==> src/rtl/bitwise_resp.sv <==
// bitwise_resp: valid/ready responder computing AND/OR/XOR on operand pairs.
// A two-stage pipeline feeds a small in-order result FIFO. Admission is
// credit based: anything already in the pipeline holds a FIFO slot, so the
// pipeline never stalls and a push always finds room.
module bitwise_resp #(
  parameter int WIDTH = 4,
  parameter int DEPTH = 4,
  parameter int CNT_W = 8
) (
  input  logic             clk,
  input  logic             rst_n,
  input  logic             in_valid,
  output logic             in_ready,
  input  logic [WIDTH-1:0] in_a,
  input  logic [WIDTH-1:0] in_b,
  input  logic [1:0]       in_op,
  output logic             out_valid,
  input  logic             out_ready,
  output logic [WIDTH-1:0] out_result,
  output logic             out_err,
  output logic [CNT_W-1:0] done_count
);

  localparam int PTR_W  = (DEPTH > 1) ? $clog2(DEPTH) : 1;
  localparam int FCNT_W = $clog2(DEPTH + 1);
  localparam int OCC_W  = $clog2(DEPTH + 3);
  localparam logic [OCC_W-1:0] DEPTH_OCC = OCC_W'(DEPTH);

  // Result packing: {err, result}. Reserved op yields zero with err set.
  function automatic logic [WIDTH:0] bitwise_op(
    input logic [WIDTH-1:0] a,
    input logic [WIDTH-1:0] b,
    input logic [1:0]       op
  );
    logic [WIDTH:0] r;
    case (op)
      2'b00:   r = {1'b0, a & b};
      2'b01:   r = {1'b0, a | b};
      2'b10:   r = {1'b0, a ^ b};
      default: r = {1'b1, {WIDTH{1'b0}}};
    endcase
    return r;
  endfunction

  logic             rdy_en;
  logic             accept;
  logic             push;
  logic             pop;
  logic [OCC_W-1:0] occ;

  logic             vld_p1;
  logic [WIDTH-1:0] a_p1;
  logic [WIDTH-1:0] b_p1;
  logic [1:0]       op_p1;

  logic             vld_p2;
  logic [WIDTH-1:0] res_p2;
  logic             err_p2;

  logic [WIDTH:0]   mem [DEPTH];
  logic [PTR_W-1:0] wr_ptr;
  logic [PTR_W-1:0] rd_ptr;
  logic [FCNT_W-1:0] fifo_cnt;
  logic [WIDTH:0]   head;

  // Credit-based admission from registered state only; rdy_en keeps
  // in_ready low until the first clock edge after reset release.
  always_comb begin
    occ      = OCC_W'(fifo_cnt) + OCC_W'(vld_p1) + OCC_W'(vld_p2);
    in_ready = rdy_en && (occ < DEPTH_OCC);
    accept   = in_valid && in_ready;
    push     = vld_p2;
    pop      = out_valid && out_ready;
  end

  // Pipeline valids and the ready-enable flag (control, async reset).
  always_ff @(posedge clk or negedge rst_n) begin
    if (!rst_n) begin
      rdy_en <= 1'b0;
      vld_p1 <= 1'b0;
      vld_p2 <= 1'b0;
    end else begin
      rdy_en <= 1'b1;
      vld_p1 <= accept;
      vld_p2 <= vld_p1;
    end
  end

  // Stage 1: capture operands on an accepted transfer.
  always_ff @(posedge clk) begin
    if (accept) begin
      a_p1  <= in_a;
      b_p1  <= in_b;
      op_p1 <= in_op;
    end
  end

  // Stage 2: compute result and error flag from stage 1.
  always_ff @(posedge clk) begin
    if (vld_p1) begin
      {err_p2, res_p2} <= bitwise_op(a_p1, b_p1, op_p1);
    end
  end

  // FIFO storage: push stage 2 into the tail slot.
  always_ff @(posedge clk) begin
    if (push) begin
      mem[wr_ptr] <= {err_p2, res_p2};
    end
  end

  // FIFO pointers and occupancy count; pointers wrap naturally.
  always_ff @(posedge clk or negedge rst_n) begin
    if (!rst_n) begin
      wr_ptr   <= '0;
      rd_ptr   <= '0;
      fifo_cnt <= '0;
    end else begin
      if (push) begin
        wr_ptr <= wr_ptr + PTR_W'(1);
      end
      if (pop) begin
        rd_ptr <= rd_ptr + PTR_W'(1);
      end
      case ({push, pop})
        2'b10:   fifo_cnt <= fifo_cnt + FCNT_W'(1);
        2'b01:   fifo_cnt <= fifo_cnt - FCNT_W'(1);
        default: fifo_cnt <= fifo_cnt;
      endcase
    end
  end

  // Delivered-result counter, wraps modulo 2^CNT_W.
  always_ff @(posedge clk or negedge rst_n) begin
    if (!rst_n) begin
      done_count <= '0;
    end else if (pop) begin
      done_count <= done_count + CNT_W'(1);
    end
  end

  // Show-ahead head; outputs forced to zero while the FIFO is empty so
  // reset and idle present clean values without resetting storage.
  always_comb begin
    head       = mem[rd_ptr];
    out_valid  = (fifo_cnt != '0);
    out_result = out_valid ? head[WIDTH-1:0] : '0;
    out_err    = out_valid && head[WIDTH];
  end

endmodule

==> config.mk <==
export PLATFORM = sky130hd
export DESIGN_NAME = bitwise_resp
export DESIGN_NICKNAME = d
export VERILOG_FILES = /design/src/rtl/bitwise_resp.sv
export SDC_FILE = /design/constraint.sdc
export NUM_CORES = 1
export LEC_CHECK = 0
export CAP_MARGIN = 20
export CORE_MARGIN = 3
export CORE_UTILIZATION = 55
export DETAILED_ROUTE_END_ITERATION = 6
export PLACE_DENSITY = 0.79
export SLEW_MARGIN = 20
export SYNTH_ARGS = -nofsm -noshare
export SYNTH_HDL_FRONTEND = slang
export SYNTH_SLANG_ARGS = --single-unit
==> constraint.sdc <==
create_clock -name clk -period 3.7 [get_ports clk]
set_input_delay 0.37 -clock clk [delete_from_list [all_inputs] [get_ports clk]]
set_output_delay 0.37 -clock clk [all_outputs]
set_load 0.02 [all_outputs]
==> impl_metrics.sql <==
INSERT INTO impl_metrics (metric_group, metric, value, unit) VALUES
('run_status', 'outcome', 'complete, no violations', ''),
('cts', 'clkTransAtPathRegs', '0.09', 'ns'),
('power_and_ir_drop', 'static-leakage-power', '1.09', 'nW'),
('cts', 'clock_latency', '0.30', 'ns'),
('yosys', 'syn-num-nets', '180', ''),
('yosys', 'synthMostInstantiatedCell', 'sky130_fd_sc_hd__edfxtp_1', ''),
('sta', 'hold-worst-slack', '0.500', 'ns'),
('cts', 'clock-root-buffer', 'sky130_fd_sc_hd__clkbuf_8', ''),
('floorplanning', 'placement_rows', '22', ''),
('global_routing', 'pin_count_of_the_biggest_net_entering_global_routing', '19', ''),
('power_and_ir_drop', 'logic_pwr_share', '33.4', '%'),
('yosys', 'netlist-cell-type-count', '31', ''),
('run', 'max_cap_violations', '0', ''),
('setup_path', 'worst-setup-path-type', 'reg -> out', ''),
('routing', 'drc_errors', '0', ''),
('floorplanning', 'die_area', '5010', 'um2'),
('sta', 'post-route-period-util', '68.2', '%'),
('cts', 'cts_tree', 'done', ''),
('setup_path', 'crit_required', '3.33', 'ns'),
('final_layout', 'nets', '211', ''),
('sta', 'slew_headroom', '45.6', '%'),
('yosys', 'yosysTopAreaCellShare', '45.6', '%'),
('power_and_ir_drop', 'clock_power_share', '19.3', '%'),
('cts', 'ctsResizeCount', '0', ''),
('sta', 'max_freq', '396', 'MHz'),
('routing', '1st_iter_drt_viols', '75', ''),
('sta', 'fin_tns_setup', '0', 'ns'),
('yosys', 'ys.flop_type', 'sky130_fd_sc_hd__edfxtp_1', ''),
('global_routing', 'grt_pass1_wl', '5780', 'um'),
('final_layout', 'antenna_cells', '0', ''),
('sta', 'grt_setup_unrepaired', 'no', ''),
('power_and_ir_drop', 'sequential_fraction_of_design_power', '47.3', '%'),
('yosys', 'synth-edff-count', '35', ''),
('global_routing', 'first_global_vias', '1260', ''),
('yosys', 'synth_seq_cells', '53', ''),
('routing', 'wl_per_cell', '14.4', 'um'),
('power_and_ir_drop', 'p_sw', '0.000617', 'W'),
('setup_path', 'rr_startpoint', 'fifo_cnt[0]$_DFFE_PN0P_', ''),
('sta', 'timing.final.hold_violations', '0', ''),
('yosys', 'postSynthCellCount', '150', ''),
('yosys', 'synth-warning-count', '0', ''),
('yosys', 'synth_area_leaders', 'sky130_fd_sc_hd__edfxtp_1 (46%), sky130_fd_sc_hd__dfrtp_1 (20%), sky130_fd_sc_hd__ha_1 (8.1%)', ''),
('cts', 'clock_path_buffers', '2', ''),
('min_path', 'hold-path-cell-count', '1', ''),
('sta', 'setup_viol_count_final', '0', ''),
('setup_path', 'worstPathMaxFanout', '9', ''),
('routing', 'detail_route.vias_per_cell', '5.26', ''),
('cts', 'tritoncts.num_buffers', '5', ''),
('min_path', 'worst_hold_startpoint', 'done_count[5]$_DFFE_PN0P_', ''),
('setup_path', 'worstSetupEndpointType', 'primary output', ''),
('placed_design', 'place_hpwl', '2450', 'um'),
('power_and_ir_drop', 'sw_frac_of_total', '32.0', '%'),
('yosys', 'synth.cell_area', '2310', 'um2'),
('final_layout', 'filler_cell_count', '260', ''),
('yosys', 'post_synth.cell_area_avg', '15.4', 'um2'),
('global_routing', 'overflow', '0', ''),
('placed_design', 'routabilityCongestion', '0.689', ''),
('floorplanning', 'initial_core_util', '59.9', '%'),
('setup_path', 'setup_crit_start', 'push$_DFF_PN0_', ''),
('sta', 'max_slew_vio_count', '0', ''),
('cts', 'cts-htree-levels', '2', ''),
('cts', 'sinks_on_the_clock_net', '53', ''),
('power_and_ir_drop', 'power_per_cell_area', '707', 'nW/um2'),
('power_and_ir_drop', 'irDropWorstVdd', '403', 'uV'),
('routing', 'vias', '1210', ''),
('cts', 'post_cts_buffers', '0', ''),
('cts', 'hold_buffers', '0', ''),
('floorplanning', 'die_height', '70.8', 'um'),
('yosys', 'yosysSeqAreaShare', '65.1', '%'),
('setup_path', 'cell_count_of_the_worst_reg_to_reg_path', '7', ''),
('final_layout', 'syn_to_final_growth', '18.2', '%');
==> per-stage QoR <==
step	std cells	cell area (um2)	total power (W)	util [%]	setup slack, ns
after floorplan	150	2310	0.00132	-	1.53
after global placement	222	2620	0.00154	68.0	1.35
after detailed placement	222	2620	0.00157	68.0	1.29
after CTS	230	2730	0.00195	70.7	1.14
after global routing	230	2730	0.00205	70.7	1.00
final	230	2730	0.00193	70.7	1.18
==> power groups by stage <==
stage	Combinational, W	Sequential (W)	Clock [W]
2_1_floorplan	0.000423	0.000901	0
4_1_cts	0.000655	0.000912	0.000380
5_1_grt	0.000710	0.000934	0.000411
6_report	0.000643	0.000912	0.000373
3_3_place_gp	0.000629	0.000910	0
3_5_place_dp	0.000651	0.000924	0
==> sequential cells by signal, summed over array words and instances, names as in the netlist <==
| signal | flops |
|---|---|
| a_p1 | 4 |
| b_p1 | 4 |
| done_count | 8 |
| err_p2 | 1 |
| fifo_cnt | 3 |
| mem | 20 |
| op_p1 | 2 |
| push | 1 |
| rd_ptr | 2 |
| rdy_en | 1 |
| res_p2 | 4 |
| vld_p1 | 1 |
| wr_ptr | 2 |
==> final timing paths <==
kind                                             end  slack, ns
max                                         in_ready       1.18
min                        done_count[5]$_DFFE_PN0P_       0.50
max reg2reg                  fifo_cnt[2]$_DFFE_PN0P_       1.62
min reg2reg                done_count[5]$_DFFE_PN0P_       0.50
max in group asynchronous  done_count[1]$_DFFE_PN0P_       2.66
min in group asynchronous  done_count[6]$_DFFE_PN0P_       0.53
==> worst max-delay path, cell delays in order, from the launching register on <==
cell,delay [ns]
sky130_fd_sc_hd__dfrtp_1,0.46
sky130_fd_sc_hd__ha_1,0.32
sky130_fd_sc_hd__a21oi_1,0.16
sky130_fd_sc_hd__nor3_1,0.08
sky130_fd_sc_hd__nor3b_1,0.20
sky130_fd_sc_hd__clkdlybuf4s50_1,0.64
==> logic make-up (layout without fill, tap and decap cells) <==
group,Yosys count,after routing,share of synthesized area [%]
buf+inv,19,51,3.80
compound gates,9,9,2.44
flops,53,53,65.1
mux,10,10,7.27
other cells,1,1,0.163
xor+xnor,13,13,4.93
simple gates,29,29,7.32
fa+ha+maj,16,16,9.00
==> area by class of cell <==
class	count	area [um2]	area share, %
Multi-Input combinational cell	78	718	26.3
Tap cell	48	60.1	2.20
Inverter	14	52.6	1.93
Clock inverter	2	33.8	1.24
Sequential cell	53	1500	55.1
Clock buffer	6	72.6	2.66
Timing Repair Buffer	29	288	10.6
==> layer usage <==
layer / wire [um] / vias to the layer above / GRT usage, %
li1: - / 586 / -
met1: 1450 / 588 / 18.2
met2: 1670 / 26 / 24.2
met3: 138 / 10 / 4.69
met4: 57 / 0 / 6.05
met5: 0 / - / 0
==> cell usage in the layout (no fill, tap or decap), types with 2 or more instances in the layout <==
cell type	n
sky130_fd_sc_hd__edfxtp_1	35
sky130_fd_sc_hd__nand2_1	6
sky130_fd_sc_hd__xnor2_1	8
sky130_fd_sc_hd__nand3_1	2
sky130_fd_sc_hd__o22ai_1	4
sky130_fd_sc_hd__inv_1	14
sky130_fd_sc_hd__mux2i_1	4
sky130_fd_sc_hd__nor3_1	2
sky130_fd_sc_hd__ha_1	15
sky130_fd_sc_hd__clkdlybuf4s50_1	28
sky130_fd_sc_hd__dfrtp_1	18
sky130_fd_sc_hd__and3_1	2
sky130_fd_sc_hd__and2_1	10
sky130_fd_sc_hd__o21ai_0	2
sky130_fd_sc_hd__clkbuf_8	5
sky130_fd_sc_hd__xor2_1	5
sky130_fd_sc_hd__mux4_2	5
(Power assumes the default switching activity.)
